===== src/rtl/rst_seq_ctrl_if.sv =====
// Handshake bundle between the reset sequencer and the reset domains it
// controls: software request and domain acknowledges in, per-domain reset
// requests and sequencer status out.
interface rst_seq_ctrl_if #(
  parameter int NUM_DOMAINS = 3
);
  logic                   sw_rst_req;
  logic [NUM_DOMAINS-1:0] dom_ack;
  logic [NUM_DOMAINS-1:0] dom_rst_n;
  logic                   seq_busy;
  logic                   seq_done;
  logic                   timeout_err;
  logic [2:0]             err_domain;

  // Environment side: issues requests and reports domain status.
  modport master (
    output sw_rst_req,
    output dom_ack,
    input  dom_rst_n,
    input  seq_busy,
    input  seq_done,
    input  timeout_err,
    input  err_domain
  );

  // Sequencer side.
  modport slave (
    input  sw_rst_req,
    input  dom_ack,
    output dom_rst_n,
    output seq_busy,
    output seq_done,
    output timeout_err,
    output err_domain
  );
endinterface


===== src/rtl/rst_seq_ctrl.sv =====
// Power-up / soft-reset sequencer. Holds all domains in reset for a minimum
// time, then releases them one at a time in index order, waiting for each
// domain's synchronized acknowledge before releasing the next one. A missing
// acknowledge parks the sequencer in an error state until software asks for
// a new sequence.
module rst_seq_ctrl #(
  parameter int NUM_DOMAINS = 3,
  parameter int HOLD_CYCLES = 16,
  parameter int ACK_TIMEOUT = 64,
  parameter int CNT_WIDTH   = 8
) (
  input logic           clk,
  input logic           rst,
  rst_seq_ctrl_if.slave bus
);

  typedef enum logic [1:0] {
    HOLD     = 2'd0,
    WAIT_ACK = 2'd1,
    DONE     = 2'd2,
    ERROR    = 2'd3
  } state_t;

  localparam logic [CNT_WIDTH-1:0] HOLD_LAST = CNT_WIDTH'(HOLD_CYCLES - 1);
  localparam logic [CNT_WIDTH-1:0] TO_LAST   = CNT_WIDTH'(ACK_TIMEOUT - 1);
  localparam logic [2:0]           IDX_LAST  = 3'(NUM_DOMAINS - 1);

  state_t                 state, state_nxt;
  logic [CNT_WIDTH-1:0]   hold_cnt, hold_cnt_nxt;
  logic [CNT_WIDTH-1:0]   to_cnt, to_cnt_nxt;
  logic [2:0]             idx, idx_nxt;
  logic [NUM_DOMAINS-1:0] rel, rel_nxt;
  logic                   busy, busy_nxt;
  logic                   done, done_nxt;
  logic                   terr, terr_nxt;
  logic [2:0]             err_idx, err_idx_nxt;

  // Zero-extended ack vector so any 3-bit index selects a defined bit.
  logic [7:0] ack_ext;
  assign ack_ext = 8'(bus.dom_ack);

  // Next-state and next-output decode; software request overrides every state.
  always_comb begin
    state_nxt    = state;
    hold_cnt_nxt = hold_cnt;
    to_cnt_nxt   = to_cnt;
    idx_nxt      = idx;
    rel_nxt      = rel;
    busy_nxt     = busy;
    done_nxt     = done;
    terr_nxt     = terr;
    err_idx_nxt  = err_idx;

    if (bus.sw_rst_req) begin
      state_nxt    = HOLD;
      hold_cnt_nxt = {CNT_WIDTH{1'b0}};
      to_cnt_nxt   = {CNT_WIDTH{1'b0}};
      idx_nxt      = 3'd0;
      rel_nxt      = {NUM_DOMAINS{1'b0}};
      busy_nxt     = 1'b1;
      done_nxt     = 1'b0;
      terr_nxt     = 1'b0;
      err_idx_nxt  = 3'd0;
    end else begin
      case (state)
        HOLD: begin
          // Stale acks keep us here: a domain still claiming to be out of
          // reset has not yet seen the reset request.
          if ((hold_cnt == HOLD_LAST) && (bus.dom_ack == {NUM_DOMAINS{1'b0}})) begin
            state_nxt  = WAIT_ACK;
            rel_nxt    = NUM_DOMAINS'(1'b1);
            to_cnt_nxt = {CNT_WIDTH{1'b0}};
            idx_nxt    = 3'd0;
          end else if (hold_cnt != HOLD_LAST) begin
            hold_cnt_nxt = hold_cnt + CNT_WIDTH'(1);
          end else begin
            hold_cnt_nxt = hold_cnt;
          end
        end

        WAIT_ACK: begin
          // Ack is checked before the timeout so a last-cycle ack still counts.
          if (ack_ext[idx] && (idx != IDX_LAST)) begin
            rel_nxt    = NUM_DOMAINS'({rel, 1'b1});
            idx_nxt    = idx + 3'd1;
            to_cnt_nxt = {CNT_WIDTH{1'b0}};
          end else if (ack_ext[idx]) begin
            state_nxt = DONE;
            busy_nxt  = 1'b0;
            done_nxt  = 1'b1;
          end else if (to_cnt == TO_LAST) begin
            state_nxt   = ERROR;
            rel_nxt     = {NUM_DOMAINS{1'b0}};
            busy_nxt    = 1'b0;
            terr_nxt    = 1'b1;
            err_idx_nxt = idx;
          end else begin
            to_cnt_nxt = to_cnt + CNT_WIDTH'(1);
          end
        end

        DONE: begin
          // Any domain dropping its ack has reset itself; restart everything.
          if (bus.dom_ack != {NUM_DOMAINS{1'b1}}) begin
            state_nxt    = HOLD;
            rel_nxt      = {NUM_DOMAINS{1'b0}};
            hold_cnt_nxt = {CNT_WIDTH{1'b0}};
            busy_nxt     = 1'b1;
            done_nxt     = 1'b0;
          end else begin
            state_nxt = DONE;
          end
        end

        ERROR: begin
          state_nxt = ERROR;
        end

        default: begin
          state_nxt    = HOLD;
          hold_cnt_nxt = {CNT_WIDTH{1'b0}};
          rel_nxt      = {NUM_DOMAINS{1'b0}};
          busy_nxt     = 1'b1;
          done_nxt     = 1'b0;
        end
      endcase
    end
  end

  // State and output registers with synchronous reset.
  always_ff @(posedge clk) begin
    if (rst) begin
      state    <= HOLD;
      hold_cnt <= {CNT_WIDTH{1'b0}};
      to_cnt   <= {CNT_WIDTH{1'b0}};
      idx      <= 3'd0;
      rel      <= {NUM_DOMAINS{1'b0}};
      busy     <= 1'b1;
      done     <= 1'b0;
      terr     <= 1'b0;
      err_idx  <= 3'd0;
    end else begin
      state    <= state_nxt;
      hold_cnt <= hold_cnt_nxt;
      to_cnt   <= to_cnt_nxt;
      idx      <= idx_nxt;
      rel      <= rel_nxt;
      busy     <= busy_nxt;
      done     <= done_nxt;
      terr     <= terr_nxt;
      err_idx  <= err_idx_nxt;
    end
  end

  assign bus.dom_rst_n   = rel;
  assign bus.seq_busy    = busy;
  assign bus.seq_done    = done;
  assign bus.timeout_err = terr;
  assign bus.err_domain  = err_idx;

endmodule


===== src/flat_wrapper.sv =====
// flat-port wrapper written by rule: the top's interface ports become plain ports
module rst_seq_ctrl_flat 
#(
  parameter int NUM_DOMAINS = 3,
  parameter int HOLD_CYCLES = 16,
  parameter int ACK_TIMEOUT = 64,
  parameter int CNT_WIDTH   = 8
)
  (clk, rst, bus_sw_rst_req, bus_dom_ack, bus_dom_rst_n, bus_seq_busy, bus_seq_done, bus_timeout_err, bus_err_domain);
  rst_seq_ctrl_if #(.NUM_DOMAINS(NUM_DOMAINS)) bus_i ();
  input logic clk;
  input logic rst;
  input wire logic [$bits(bus_i.sw_rst_req)-1:0] bus_sw_rst_req;
  input wire logic [$bits(bus_i.dom_ack)-1:0] bus_dom_ack;
  output wire logic [$bits(bus_i.dom_rst_n)-1:0] bus_dom_rst_n;
  output wire logic [$bits(bus_i.seq_busy)-1:0] bus_seq_busy;
  output wire logic [$bits(bus_i.seq_done)-1:0] bus_seq_done;
  output wire logic [$bits(bus_i.timeout_err)-1:0] bus_timeout_err;
  output wire logic [$bits(bus_i.err_domain)-1:0] bus_err_domain;
  assign bus_i.sw_rst_req = bus_sw_rst_req;
  assign bus_i.dom_ack = bus_dom_ack;
  assign bus_dom_rst_n = bus_i.dom_rst_n;
  assign bus_seq_busy = bus_i.seq_busy;
  assign bus_seq_done = bus_i.seq_done;
  assign bus_timeout_err = bus_i.timeout_err;
  assign bus_err_domain = bus_i.err_domain;
  rst_seq_ctrl #(.NUM_DOMAINS(NUM_DOMAINS), .HOLD_CYCLES(HOLD_CYCLES), .ACK_TIMEOUT(ACK_TIMEOUT), .CNT_WIDTH(CNT_WIDTH)) u_core (.clk(clk), .rst(rst), .bus(bus_i));
endmodule

===== config.mk =====
export PLATFORM = sky130hd
export DESIGN_NAME = rst_seq_ctrl_flat
export DESIGN_NICKNAME = d
export VERILOG_FILES = /design/src/rtl/rst_seq_ctrl_if.sv /design/src/rtl/rst_seq_ctrl.sv /design/src/flat_wrapper.sv
export SDC_FILE = /design/constraint.sdc
export NUM_CORES = 1
export LEC_CHECK = 0
export ABC_AREA = 1
export BUFFER_PORTS_ARGS = -buffer_cell sky130_fd_sc_hd__buf_2
export CORE_MARGIN = 10
export CORE_UTILIZATION = 60
export DETAILED_ROUTE_END_ITERATION = 6
export PLACE_DENSITY_LB_ADDON = 0.08
export SYNTH_ARGS = -nofsm -noshare
export SYNTH_HDL_FRONTEND = slang
export SYNTH_SLANG_ARGS = --single-unit

===== constraint.sdc =====
create_clock -name clk -period 2.5 [get_ports clk]
set_clock_uncertainty 0.05 [all_clocks]
set_input_delay 0.5 -clock clk [delete_from_list [all_inputs] [get_ports clk]]
set_output_delay 0.5 -clock clk [all_outputs]
set_load 0.02 [all_outputs]

==> impl_metrics.py <==
metrics = {
    "layout": {
        "area_growth_pct": 8.80,
        "layout_common_cells": "63 x nand2_1, 35 x nor2_1, 33 x inv_1, 30 x dfxtp_1, 19 x nand3_1",
        "mostFrequentLayoutCell": "nand2_1",
        "multi_input_area_um2": 1090,
        "fillers": 279,
        "fin_nets": 310,
        "instances_no_fill": 329,
        "final-seq-area_um2": 601,
        "drive_above_1_share_pct": 14.5,
        "antennaDiodeCount": 0,
    },
    "logic_synthesis": {
        "syn-num-nets": 291,
        "ys_seq_area_share_pct": 32.5,
        "syn-cell-area_um2": 1850,
        "synth_area_leader_cell": "dfxtp_1",
        "synthTopCellsByArea": "dfxtp_1 32%, nand2_1 13%, nor2_1 7.1%",
        "synthXorXnorAreaFrac_pct": 1.89,
        "ys_warn_count": 0,
        "synth_fa_ha_area_share_pct": 6.09,
        "synthSimpleGateAreaFrac_pct": 39.2,
        "synth.avg_cell_area_um2": 6.70,
        "synth_seq_cells": 30,
        "synthMuxAreaShare_pct": 0,
        "synth_compound_area_share_pct": 12.0,
        "synth_top_family_by_area": "simple AND/OR/NAND/NOR gates",
        "ys_types": 28,
        "synth_cells": 276,
        "synth_top_area_share_pct": 32.5,
    },
    "pwr": {
        "p_leak_nw": 0.822,
        "irDropWorstVdd_mv": 0.282,
        "finalPower_uw": 827,
        "p_per_area_nw_per_um2": 411,
    },
    "critical_path": {
        "path_buf_inv": 3,
        "cp-end-kind": "register",
        "crit_path_max_incr_delay_ns": 0.38,
        "path_cells": "inv_1 -> ha_1 -> inv_1 -> nor2_1 -> a21oi_1 -> nand2_1 -> inv_1 -> nand2_1 -> nand2_1 -> a21oi_1",
        "crit_arrival_ns": 2.14,
        "start_kind": "register",
        "critPathSlowestCell": "dfxtp_1",
        "worstPathRequired_ns": 2.67,
        "cp_max_fo": 13,
        "worstSetupPathType": "reg -> reg",
        "crit_family": "buffers and inverters",
    },
    "clocking": {
        "cts-buffers-inserted": 5,
        "cts-root-buf": "clkbuf_4",
        "clk_pin_slew_ns": 0.10,
        "postCtsSetupBuffers": 0,
        "clock_sinks": 30,
        "cts-hold-fix-buffers": 0,
        "cts_tree": "done",
        "clk-insertion-delay-late_ns": 0.34,
        "clockBufferDepth": 2,
        "htreeDepth": 2,
        "post_cts_resized": 0,
    },
    "global_route": {
        "overflow": 0,
        "grt_pass1_wl_um": 7020,
        "grt_pass1_vias": 1641,
        "grt_max_degree": 14,
        "track_usage_pct": 15.9,
        "grt_antenna_before_repair": 0,
    },
    "floorplanning": {
        "initial_core_util_pct": 61.6,
        "die_h_um": 75.5,
        "dieArea_um2": 5700,
        "core_area_um2": 3000,
        "die_w_um": 75.5,
        "row_count": 20,
        "ioPinCount": 15,
    },
    "min_path": {
        "worst_hold_path_type": "reg -> reg",
    },
    "timing": {
        "tightest_slew_ns": 0.569,
        "max_freq_mhz": 507,
        "rsz0062_at_grt": "false",
        "post-route-period-util_pct": 78.9,
        "slew_viol_final": 0,
        "fin_setup_tns_ns": 0,
        "hold_viol_final": 0,
        "fin_crit_ns": 1.97,
        "slew_headroom_pct": 61.6,
        "finalSetupViolations": 0,
    },
    "run_status": {
        "status": "completed",
    },
    "route": {
        "ant_nets": 0,
        "via_per_inst": 5.45,
        "dr.max_layer_used": "met4",
        "dr.pass1.iters": 4,
        "routed_wl_um": 3970,
        "dr_total_vias": 1792,
        "wl_per_cell_um": 12.1,
        "first_iter_violations": 145,
        "wl_met1_um": 1910,
        "met2_length_um": 1720,
        "drcViolationCount": 0,
        "wl_met3_um": 238,
    },
    "placement": {
        "placed_cells": 321,
        "place_congestion": 0.860,
        "dp_hpwl_um": 3030,
        "port_buffers": 14,
    },
    "job": {
        "cap_violations": 0,
    },
}
==> report_power, final <==
| group | switching [mW] | leakage, nW | internal [mW] |
|---|---|---|---|
| clock | 0.174 | 0.0353 | 0.136 |
| combinational | 0.0236 | 0.545 | 0.0134 |
| sequential | 0.00130 | 0.242 | 0.479 |
==> worst register-to-register path: stages (launching register included) <==
cell and delay (ns):
dfxtp_1 0.38, inv_1 0.11, ha_1 0.30, inv_1 0.19
nor2_1 0.07, a21oi_1 0.11, nand2_1 0.25, inv_1 0.20
nand2_1 0.07, nand2_1 0.06, a21oi_1 0.05
==> cell families after synthesis <==
group / Yosys count
fa+ha+maj: 9
flops: 30
buf+inv: 39
xor+xnor: 4
simple gates: 156
compound gates: 38
==> cell usage after synthesis <==
library cell  count
nand4_4           1
a21oi_2           5
nor3b_1           4
o31ai_1           1
a21oi_1          14
nand4_1          12
nand3_1          19
xor2_1            3
xnor2_1           1
o21bai_1          2
nor3_1            9
nand2_2           8
dfxtp_1          30
and2_1            1
inv_2             2
o21a_1            1
ha_1              9
o21ai_0          14
nor3_2            1
nor2_2            2
buf_6             1
inv_1            33
nor2_1           35
clkbuf_1          2
a211oi_1          1
nor2_4            1
buf_2             1
nand2_1          63
==> final cells by class <==
type                    count  area share (%)
repair buffers             16            4.23
flip-flops and latches     30            29.9
multi-input cells         207            54.4
clock buffers               7            2.74
inverters                  35            6.53
well taps                  33            2.05
clock inverters             1           0.249
==> path summary, 6_finish.rpt <==
check / endpoint / depth (start not counted) / start / slack [ns]
hold reg to reg: u_core.bus.err_domain[2] / 2 / u_core.bus.err_domain[2] / 0.39
hold / removal: u_core.bus.err_domain[2] / 2 / u_core.bus.err_domain[2] / 0.39
setup / recovery: u_core.hold_cnt[2] / 10 / u_core.state[0] / 0.53
setup reg to reg: u_core.hold_cnt[2] / 10 / u_core.state[0] / 0.53
==> per-layer routing <==
metal	global-route usage (%)	vias to the layer above
li1	-	942
met3	5.34	11
met4	8.25	0
met2	24.4	44
met5	0	-
met1	19.4	795
==> per-stage QoR <==
step | hold WS [ns] | setup WS, ns | util (%) | cell area, µm²
after floorplan | 0.402 | 0.845 | - | 1850
after global placement | 0.377 | 0.568 | 65.0 | 1950
after detailed placement | 0.381 | 0.547 | 65.0 | 1950
after CTS | 0.394 | 0.524 | 67.0 | 2010
after global routing | 0.418 | 0.271 | 67.0 | 2010
final | 0.392 | 0.527 | 67.0 | 2010
==> flip-flops by register name (all words and copies together), names as in the netlist, 2 cells and up <==
signal	cells
u_core.hold_cnt	8
u_core.to_cnt	8
u_core.bus.dom_rst_n	3
u_core.bus.err_domain	3
u_core.idx	3
u_core.state	2
(Power assumes the default switching activity.)
